[config.mk]
export PLATFORM = sky130hd
export DESIGN_NAME = sync_fifo_flagged
export DESIGN_NICKNAME = d
export VERILOG_FILES = /design/src/rtl/sync_fifo_flagged.sv
export SDC_FILE = /design/constraint.sdc
export NUM_CORES = 1
export LEC_CHECK = 0
export CORE_MARGIN = 1.5
export CORE_UTILIZATION = 40
export CTS_BUF_LIST = sky130_fd_sc_hd__clkbuf_4
export CTS_CLUSTER_DIAMETER = 30
export DETAILED_ROUTE_END_ITERATION = 12
export SLEW_MARGIN = 20
export SYNTH_ARGS = -nofsm -noshare
export SYNTH_HDL_FRONTEND = slang
export SYNTH_SLANG_ARGS = --single-unit
[constraint.sdc]
create_clock -name clk -period 4.64 [get_ports clk]
set_input_delay 0.464 -clock clk [delete_from_list [all_inputs] [get_ports clk]]
set_output_delay 0.464 -clock clk [all_outputs]
set_load 0.05 [all_outputs]
[src/rtl/sync_fifo_flagged.sv]
// sync_fifo_flagged: single-clock FIFO with occupancy count, programmable
// almost-full/almost-empty thresholds, sticky overflow/underflow flags and a
// synchronous flush. Read data is registered and qualified by rd_valid.
module sync_fifo_flagged #(
  parameter int DATA_WIDTH = 41,
  parameter int ADDR_WIDTH = 4,
  parameter int AF_THRESH  = 12,
  parameter int AE_THRESH  = 2
) (
  input  logic                  clk,
  input  logic                  rst,
  input  logic                  flush,
  input  logic                  wr_en,
  input  logic [DATA_WIDTH-1:0] wr_data,
  input  logic                  rd_en,
  output logic [DATA_WIDTH-1:0] rd_data,
  output logic                  rd_valid,
  output logic                  full,
  output logic                  empty,
  output logic                  almost_full,
  output logic                  almost_empty,
  output logic [ADDR_WIDTH:0]   level,
  output logic                  overflow,
  output logic                  underflow
);

  localparam int DEPTH = 2 ** ADDR_WIDTH;
  localparam logic [ADDR_WIDTH:0] DEPTH_L = (ADDR_WIDTH+1)'(DEPTH);
  localparam logic [ADDR_WIDTH:0] AF_L    = (ADDR_WIDTH+1)'(AF_THRESH);
  localparam logic [ADDR_WIDTH:0] AE_L    = (ADDR_WIDTH+1)'(AE_THRESH);

  // Storage is deliberately left without reset; pointers define what is valid.
  logic [DATA_WIDTH-1:0] mem_q [DEPTH];

  logic [ADDR_WIDTH-1:0] wr_ptr_q, wr_ptr_d;
  logic [ADDR_WIDTH-1:0] rd_ptr_q, rd_ptr_d;
  logic [ADDR_WIDTH:0]   level_q, level_d;
  logic [DATA_WIDTH-1:0] rd_data_q, rd_data_d;
  logic                  rd_valid_q, rd_valid_d;
  logic                  overflow_q, overflow_d;
  logic                  underflow_q, underflow_d;
  logic                  full_q, full_d;
  logic                  empty_q, empty_d;
  logic                  afull_q, afull_d;
  logic                  aempty_q, aempty_d;

  logic                  wr_accept_s;
  logic                  rd_accept_s;

  // Acceptance uses the registered flags, i.e. the state before the edge;
  // flush suppresses both ports.
  assign wr_accept_s = wr_en & ~full_q  & ~flush;
  assign rd_accept_s = rd_en & ~empty_q & ~flush;

  // Next-state computation for pointers, level, read port, error and status flags.
  always_comb begin
    wr_ptr_d    = wr_ptr_q;
    rd_ptr_d    = rd_ptr_q;
    level_d     = level_q;
    rd_data_d   = rd_data_q;
    rd_valid_d  = 1'b0;
    overflow_d  = overflow_q;
    underflow_d = underflow_q;

    if (flush) begin
      // rd_data intentionally keeps its last value across a flush.
      wr_ptr_d    = {ADDR_WIDTH{1'b0}};
      rd_ptr_d    = {ADDR_WIDTH{1'b0}};
      level_d     = {(ADDR_WIDTH+1){1'b0}};
      rd_valid_d  = 1'b0;
      overflow_d  = 1'b0;
      underflow_d = 1'b0;
    end else begin
      if (wr_accept_s) begin
        wr_ptr_d = wr_ptr_q + ADDR_WIDTH'(1);
      end else begin
        wr_ptr_d = wr_ptr_q;
      end

      if (rd_accept_s) begin
        rd_ptr_d   = rd_ptr_q + ADDR_WIDTH'(1);
        rd_data_d  = mem_q[rd_ptr_q];
        rd_valid_d = 1'b1;
      end else begin
        rd_ptr_d   = rd_ptr_q;
        rd_data_d  = rd_data_q;
        rd_valid_d = 1'b0;
      end

      case ({wr_accept_s, rd_accept_s})
        2'b10:   level_d = level_q + (ADDR_WIDTH+1)'(1);
        2'b01:   level_d = level_q - (ADDR_WIDTH+1)'(1);
        default: level_d = level_q;
      endcase

      overflow_d  = overflow_q  | (wr_en & full_q);
      underflow_d = underflow_q | (rd_en & empty_q);
    end

    // Status flags are registered from the next level so they track level exactly.
    full_d   = (level_d == DEPTH_L);
    empty_d  = (level_d == {(ADDR_WIDTH+1){1'b0}});
    afull_d  = (level_d >= AF_L);
    aempty_d = (level_d <= AE_L);
  end

  // State registers with asynchronous reset to the empty, error-free state.
  always_ff @(posedge clk or posedge rst) begin
    if (rst) begin
      wr_ptr_q    <= {ADDR_WIDTH{1'b0}};
      rd_ptr_q    <= {ADDR_WIDTH{1'b0}};
      level_q     <= {(ADDR_WIDTH+1){1'b0}};
      rd_data_q   <= {DATA_WIDTH{1'b0}};
      rd_valid_q  <= 1'b0;
      overflow_q  <= 1'b0;
      underflow_q <= 1'b0;
      full_q      <= 1'b0;
      empty_q     <= 1'b1;
      afull_q     <= 1'b0;
      aempty_q    <= 1'b1;
    end else begin
      wr_ptr_q    <= wr_ptr_d;
      rd_ptr_q    <= rd_ptr_d;
      level_q     <= level_d;
      rd_data_q   <= rd_data_d;
      rd_valid_q  <= rd_valid_d;
      overflow_q  <= overflow_d;
      underflow_q <= underflow_d;
      full_q      <= full_d;
      empty_q     <= empty_d;
      afull_q     <= afull_d;
      aempty_q    <= aempty_d;
    end
  end

  // Storage array write port; no reset so it maps onto plain RAM.
  always_ff @(posedge clk) begin
    if (wr_accept_s) begin
      mem_q[wr_ptr_q] <= wr_data;
    end
  end

  assign rd_data      = rd_data_q;
  assign rd_valid     = rd_valid_q;
  assign full         = full_q;
  assign empty        = empty_q;
  assign almost_full  = afull_q;
  assign almost_empty = aempty_q;
  assign level        = level_q;
  assign overflow     = overflow_q;
  assign underflow    = underflow_q;

endmodule

==> summary.md, run 1 <==
| Metric | Value |
|---|---|
| Initial core utilization | `40.6%` |
| Buffer and inverter count on the worst path | `1` |
| Async set-or-reset flop fraction in the synthesized netlist | `8.51%` |
| Measured slew at the worst slew-check pin | `0.981 ns` |
| Vias in the first global route | `14200` |
| TritonCTS clock tree | `done` |
| Filler cells | `5609` |
| RSZ-0062 raised after global routing | `false` |
| Placed cell count | `2163` |
| Port Buffers | `98` |
| CP max FO | `10` |
| CTS sink count | `717` |
| CP top delay family | `simple AND/OR/NAND/NOR gates` |
| Clock Path Buffers | `3` |
| Vert. Die Dim | `265 µm` |
| Final WL | `58400 µm` |
| Cell Area, Synth | `27400 µm²` |
| Startpoint types | `flip-flop` |
| # setup viols final | `0` |
| Fraction of layout cells with a size suffix above 1 | `32.1%` |
| Dpl ws | `0.837 ns` |
| Leak Pwr | `10.2 nW` |
| Cells after Synth | `1225` |
| GRT Util Overall | `17.2%` |
| Clk slew on worst S/H paths | `0.06 ns` |
| Peak supply drop | `0.159 mV` |
| CTS buffer count | `181` |
| Class of the worst hold path | `primary input to flip-flop` |
| Warnings from Yosys | `0` |
| Placer Congestion | `0.715` |
| Syn avg cell area | `22.4 µm²` |
| Syn Nets | `1279` |
| Slowest CP cell | `nor2b_1` |
| Final WS setup | `1.34 ns` |
| Top FF cell, synth | `edfxtp_1` |
| Cell variety after synth | `44` |
| Routed WL per cell | `23.4 µm` |
| H-tree depth | `4` |
| Critical path launch point | `full` |
| Syn-to-layout area delta | `17.5%` |
| Worst setup EP type | `flip-flop` |
| Max transition margin | `34.6%` |
| Vias | `13100` |
| Period minus WS final | `3.30 ns` |
| Pin count of the biggest net entering global routing | `89` |
| Remaining DRCs | `0` |
| Yosys reg bits | `717` |
| Core footprint | `67500 µm²` |
| Grt ovf | `0` |
| Cell with the most instances after synthesis | `edfxtp_1` |
| Initial antenna violation count | `4` |
| Slowest stage delay, CP | `0.50 ns` |
| Antenna-violating nets left | `0` |
| Slew Viols, Final | `0` |
| CP Class | `flip-flop to flip-flop` |
| Clock Tree Root | `clkbuf_4` |
| Upper clock frequency limit | `303 MHz` |
| Die width | `265 µm` |
| Clock skew | `0.0489 ns` |
| Clock latency on the worst-skew pair | `0.97 ns` |
| Routed vias/inst | `5.25` |
| Top cells by area, synth | `edfxtp_1, mux4_2, dfrtp_1, mux2i_1, a2bb2oi_1` |
| CP most frequent cell | `nor2b_1` |
| Reg-to-reg setup timing slack | `1.34 ns` |
| DP Wirelength | `30400 µm` |
| Post-synth EDFFs | `656` |
| Register area share after synthesis | `77.5%` |
| Hold Vio Cnt, Final | `0` |
| Arrival time worst endpoint | `4.18 ns` |
| I/O pin total | `99` |
| Worst endpoint required time | `5.53 ns` |
| Outcome | `finished clean` |
| Fin crit share | `71.1%` |
| Synth top area share | `71.9%` |
| First-pass GRT wire length | `87600 µm` |
| Cell taking the most area after synthesis | `edfxtp_1` |
| Non-filler instance count after layout | `2498` |
| PD cells | `457 nW/µm²` |
| Crit-path cells | `nor2b_1 -> nor2b_1 -> inv_1 -> ha_1 -> xor2_1 -> ha_1 -> a21oi_1 -> nor2b_1 -> o211ai_1 -> xor2_1 -> a41o_2` |
| Max-capacitance violation count | `0` |
| FF-to-FF Start | `full` |
| Commonest cells in the netlist | `edfxtp_1, mux4_2, mux2i_1, dfrtp_1, a2bb2oi_1` |
| Die area | `70100 µm²` |
| Pre-antenna DRT Iters | `5` |
| Nets | `1528` |
| Detailed Route Iter0 Violations | `1047` |
| HP Start | `wr_en` |
| Row count | `95` |
==> flip-flops by register name, indices dropped and copies added (netlist names) <==
signal	flops
almost_empty	1
wr_ptr_q	4
full	1
rd_data	41
overflow	1
mem_q	656
rd_valid	1
almost_full	1
level	5
underflow	1
empty	1
rd_ptr_q	4
==> cell type report <==
cell class | instances | area (µm²) | share of cell area, %
flip-flops and latches | 717 | 21200 | 66.0
multi-input cells | 432 | 5900 | 18.3
clock buffers | 268 | 2010 | 6.25
repair buffers | 135 | 1470 | 4.58
well taps | 873 | 1090 | 3.39
clock inverters | 63 | 434 | 1.35
inverters | 7 | 27.5 | 0.0855
diodes | 3 | 7.51 | 0.0233
==> worst reg2reg max path: cells and delay by family (launching register included) <==
kind / cells / cell delay (ns)
AND/OR/NAND/NOR: 3 / 0.98
AO/OA/AOI/OAI: 3 / 0.63
XOR/XNOR: 2 / 0.57
adder cells (fa/ha/maj): 2 / 0.56
flip-flops: 1 / 0.39
buffers and inverters: 1 / 0.12
==> path summary, 6_finish.rpt <==
| path | endpoint | depth (start not counted) |
|---|---|---|
| max reg2reg | almost_empty | 11 |
| min reg2reg | overflow | 2 |
| min | overflow | 3 |
| min in group asynchronous | rd_data[37] | 3 |
| max in group asynchronous | almost_empty | 4 |
| max | almost_empty | 11 |
==> cells in the final DEF (no fill, tap or decap), drive strengths merged, types with 2 or more instances in the layout <==
master and instances:
a41o 2, a21oi 8, nor2 33, nor3 4
diode 3, edfxtp 656, ha 8, mux4 164
nor2b 4, bufinv 7, clkinv 55, o21ai 41
xor2 7, buf 36, nand2b 5, clkdlybuf4s50 98
nand4 2, nand2 10, dfstp 2, a31oi 2
a2bb2oi 42, o211ai 2, xnor2 3, mux2i 84
inv 7, clkbuf 268, dfrtp 59
==> cell families after synthesis <==
kind of cell    after synthesis  share of synthesized area [%]
fa+ha+maj                     8                          0.365
flops                       717                           77.5
simple gates                 64                           1.14
buf+inv                      76                           1.44
mux                         248                           16.6
compound gates              102                           2.70
xor+xnor                     10                          0.320
==> routing by layer <==
metal  part of all wire (%)  vias to the layer above  track usage, %
met5                  0.046                        -               0
met4                    1.3                        4            5.22
met3                    6.0                       67            5.04
met2                     50                      392            28.3
met1                     42                     6893            22.1
li1                       -                     5757               -
==> per-stage QoR <==
| step | TNS [ns] | power, mW | hold slack, ns | instance area [µm²] | util, % |
|---|---|---|---|---|---|
| floorplan | -1.41 | 8.71 | 0.517 | 27400 | - |
| global placement | 0 | 9.37 | 0.480 | 29700 | 44.0 |
| detailed placement | 0 | 9.40 | 0.484 | 29700 | 44.0 |
| CTS | 0 | 14.9 | 0.0177 | 32200 | 47.7 |
| global route | 0 | 15.4 | 0.0441 | 32200 | 47.7 |
| finish | 0 | 14.7 | 0.165 | 32200 | 47.7 |
==> power by group <==
group,total (mW),internal [mW],switching (mW)
Clock,5.47,3.04,2.44
Combinational,1.77,0.697,1.07
Sequential,7.46,7.26,0.199
Total,14.7,11.0,3.71
==> timing repair <==
action,in CTS,in global routing
hold endpoints to repair,32,0
gates resized for setup,0,0
hold buffers,1,0
buffers inserted,0,0
setup endpoints to repair,0,0
No activity file was read; power rests on OpenSTA's default activity.
==> run 2, diff against run 1 <==
- clock period: 4.64 -> 2.7 ns (I/O delays scaled with it)
==> summary.md, run 2 (synthesized netlist as in run 1, its figures left out) <==
| Metric | Value |
|---|---|
| Outcome | `finished clean` |
| CTS sink count | `717` |
| FF-to-FF Start | `empty` |
| Max-capacitance violation count | `0` |
| Vert. Die Dim | `265 µm` |
| Worst Hold End | `mem_q[8][11]` |
| Worst endpoint required time | `2.43 ns` |
| Slew Viols, Final | `0` |
| Peak supply drop | `0.386 mV` |
| Leak Pwr | `10.5 nW` |
| Die area | `70100 µm²` |
| Clock Tree Root | `clkbuf_4` |
| Routed vias/inst | `5.29` |
| Syn-to-layout area delta | `19.4%` |
| Buffer and inverter count on the worst path | `1` |
| Placer Congestion | `0.745` |
| Placed cell count | `2194` |
| Reg-to-reg setup timing slack | `0.27 ns` |
| Most common cell after layout, fill and taps aside | `edfxtp_1` |
| Slowest stage delay, CP | `0.86 ns` |
| Slowest CP cell | `clkdlybuf4s50_1` |
| Arrival time worst endpoint | `2.29 ns` |
| First-pass GRT wire length | `91400 µm` |
| Fraction of layout cells with a size suffix above 1 | `34.7%` |
| Port Buffers | `98` |
| # setup viols final | `0` |
| Max reg flops | `656` |
| Vias | `13400` |
| CP Class | `flip-flop to output port` |
| Class of the worst hold path | `primary input to flip-flop` |
| Core footprint | `67500 µm²` |
| Antenna-violating nets left | `0` |
| R2R Path End | `almost_full` |
| Clock latency on the worst-skew pair | `1.01 ns` |
| Pre-antenna DRT Iters | `6` |
| Final WL | `60200 µm` |
| Most flop-heavy register | `mem_q` |
| Post-CTS setup repair buffer count | `0` |
| Vias in the first global route | `14600` |
| WHS Path Cells | `1` |
| CP top delay family | `buffers and inverters` |
| TritonCTS clock tree | `done` |
| Fin crit share | `94.7%` |
| Final core utilization | `48.5%` |
| Worst setup EP type | `output port` |
| Nets | `1562` |
| H-tree depth | `4` |
| Clock skew | `0.0633 ns` |
| HP Start | `wr_data[11]` |
| Max transition margin | `56.5%` |
| Crit-path cells | `clkdlybuf4s50_1` |
| Die width | `265 µm` |
| Clk slew on worst S/H paths | `0.07 ns` |
| Measured slew at the worst slew-check pin | `0.653 ns` |
| GRT Util Overall | `17.9%` |
| Worst r2r path cells | `11` |
| I/O pin total | `99` |
| Non-filler instance count after layout | `2540` |
| Routed WL per cell | `23.7 µm` |
| Initial antenna violation count | `2` |
| Initial core utilization | `40.6%` |
| Row count | `95` |
| Detailed Route Iter0 Violations | `1011` |
| Clock Path Buffers | `3` |
| Most frequent cells in the layout | `edfxtp_1, clkbuf_4, mux4_2` |
| CTS buffer count | `180` |
| PD cells | `775 nW/µm²` |
| DP Wirelength | `32900 µm` |
| Startpoint types | `flip-flop` |
| Grt ovf | `0` |
| Period minus WS final | `2.56 ns` |
| Upper clock frequency limit | `391 MHz` |
| Hold Vio Cnt, Final | `0` |
| Pin count of the biggest net entering global routing | `78` |
| RSZ-0062 raised after global routing | `false` |
| Remaining DRCs | `0` |
| CP max FO | `2` |
[run 2: cell count changes in the layout (fill, tap and decap cells not counted), sizes merged]
cell	change
clkinvlp	+3
dlymetal6s2s	+1
clkbuf	+13
clkinv	-13
bufinv	-4
clkdlybuf4s50	-6
buf	+31
dlygate4sd2	+5
diode	+1
dlygate4sd3	+4
inv	+7
[run 2: cell type report]
class	count	area, µm²
Tap cell	873	1090
Timing Repair Buffer	170	1940
Sequential cell	717	21200
Clock buffer	281	2110
Antenna cell	4	10.0
Inverter	7	30.0
Multi-Input combinational cell	432	5940
Clock inverter	56	355
Fill cell	5585	34800
[run 2: layer usage]
| layer | vias up | part of all wire, % | track usage, % | routed length [µm] |
|---|---|---|---|---|
| met4 | 0 | 1.5 | 5.64 | 900 |
| met1 | 7148 | 43 | 23.7 | 26200 |
| met2 | 351 | 50 | 29.2 | 30300 |
| met3 | 81 | 4.8 | 4.54 | 2870 |
| met5 | - | 0 | 0 | 0 |
| li1 | 5853 | - | - | - |
[run 2: worst max path at each step]
| stage | endpoint | cells after the start | slack (ns) | start |
|---|---|---|---|---|
| 6_report | rd_data[19] | 1 | 0.14 | rd_data[19] |
| 5_1_grt | level[3] | 1 | 0.008 | level[3] |
| 4_1_cts | rd_data[16] | 1 | 0.004 | rd_data[16] |
| 3_5_place_dp | almost_full | 12 | -0.04 | wr_en |
| 3_3_place_gp | almost_full | 12 | 0.003 | wr_en |
| 2_1_floorplan | almost_empty | 14 | -0.13 | empty |
[run 2: report_power, final]
part	internal [mW]	switching (mW)	leakage (nW)
clock	5.07	4.35	1.45
sequential	12.5	0.309	6.68
combinational	1.24	1.90	2.36
total	18.8	6.56	10.5
[run 2: repair_timing]
item,4_1_cts,5_1_grt
endpoints found under the setup margin,5,1
gates resized for setup,5,1
endpoints found under the hold margin,32,0
hold buffers,5,0
[run 2: stage by stage]
stage	power [mW]	setup TNS, ns	area [µm²]	hold WS, ns	setup slack, ns
final	25.4	0	32700	0.181	0.142
after global routing	26.5	0	32700	0.147	0.00754
after CTS	25.7	0	32700	0.0707	0.00427
after detailed placement	16.2	-0.0681	30200	0.497	-0.0439
after global placement	16.2	0	30200	0.483	0.00250
after floorplan	15.0	-0.436	27500	0.369	-0.127
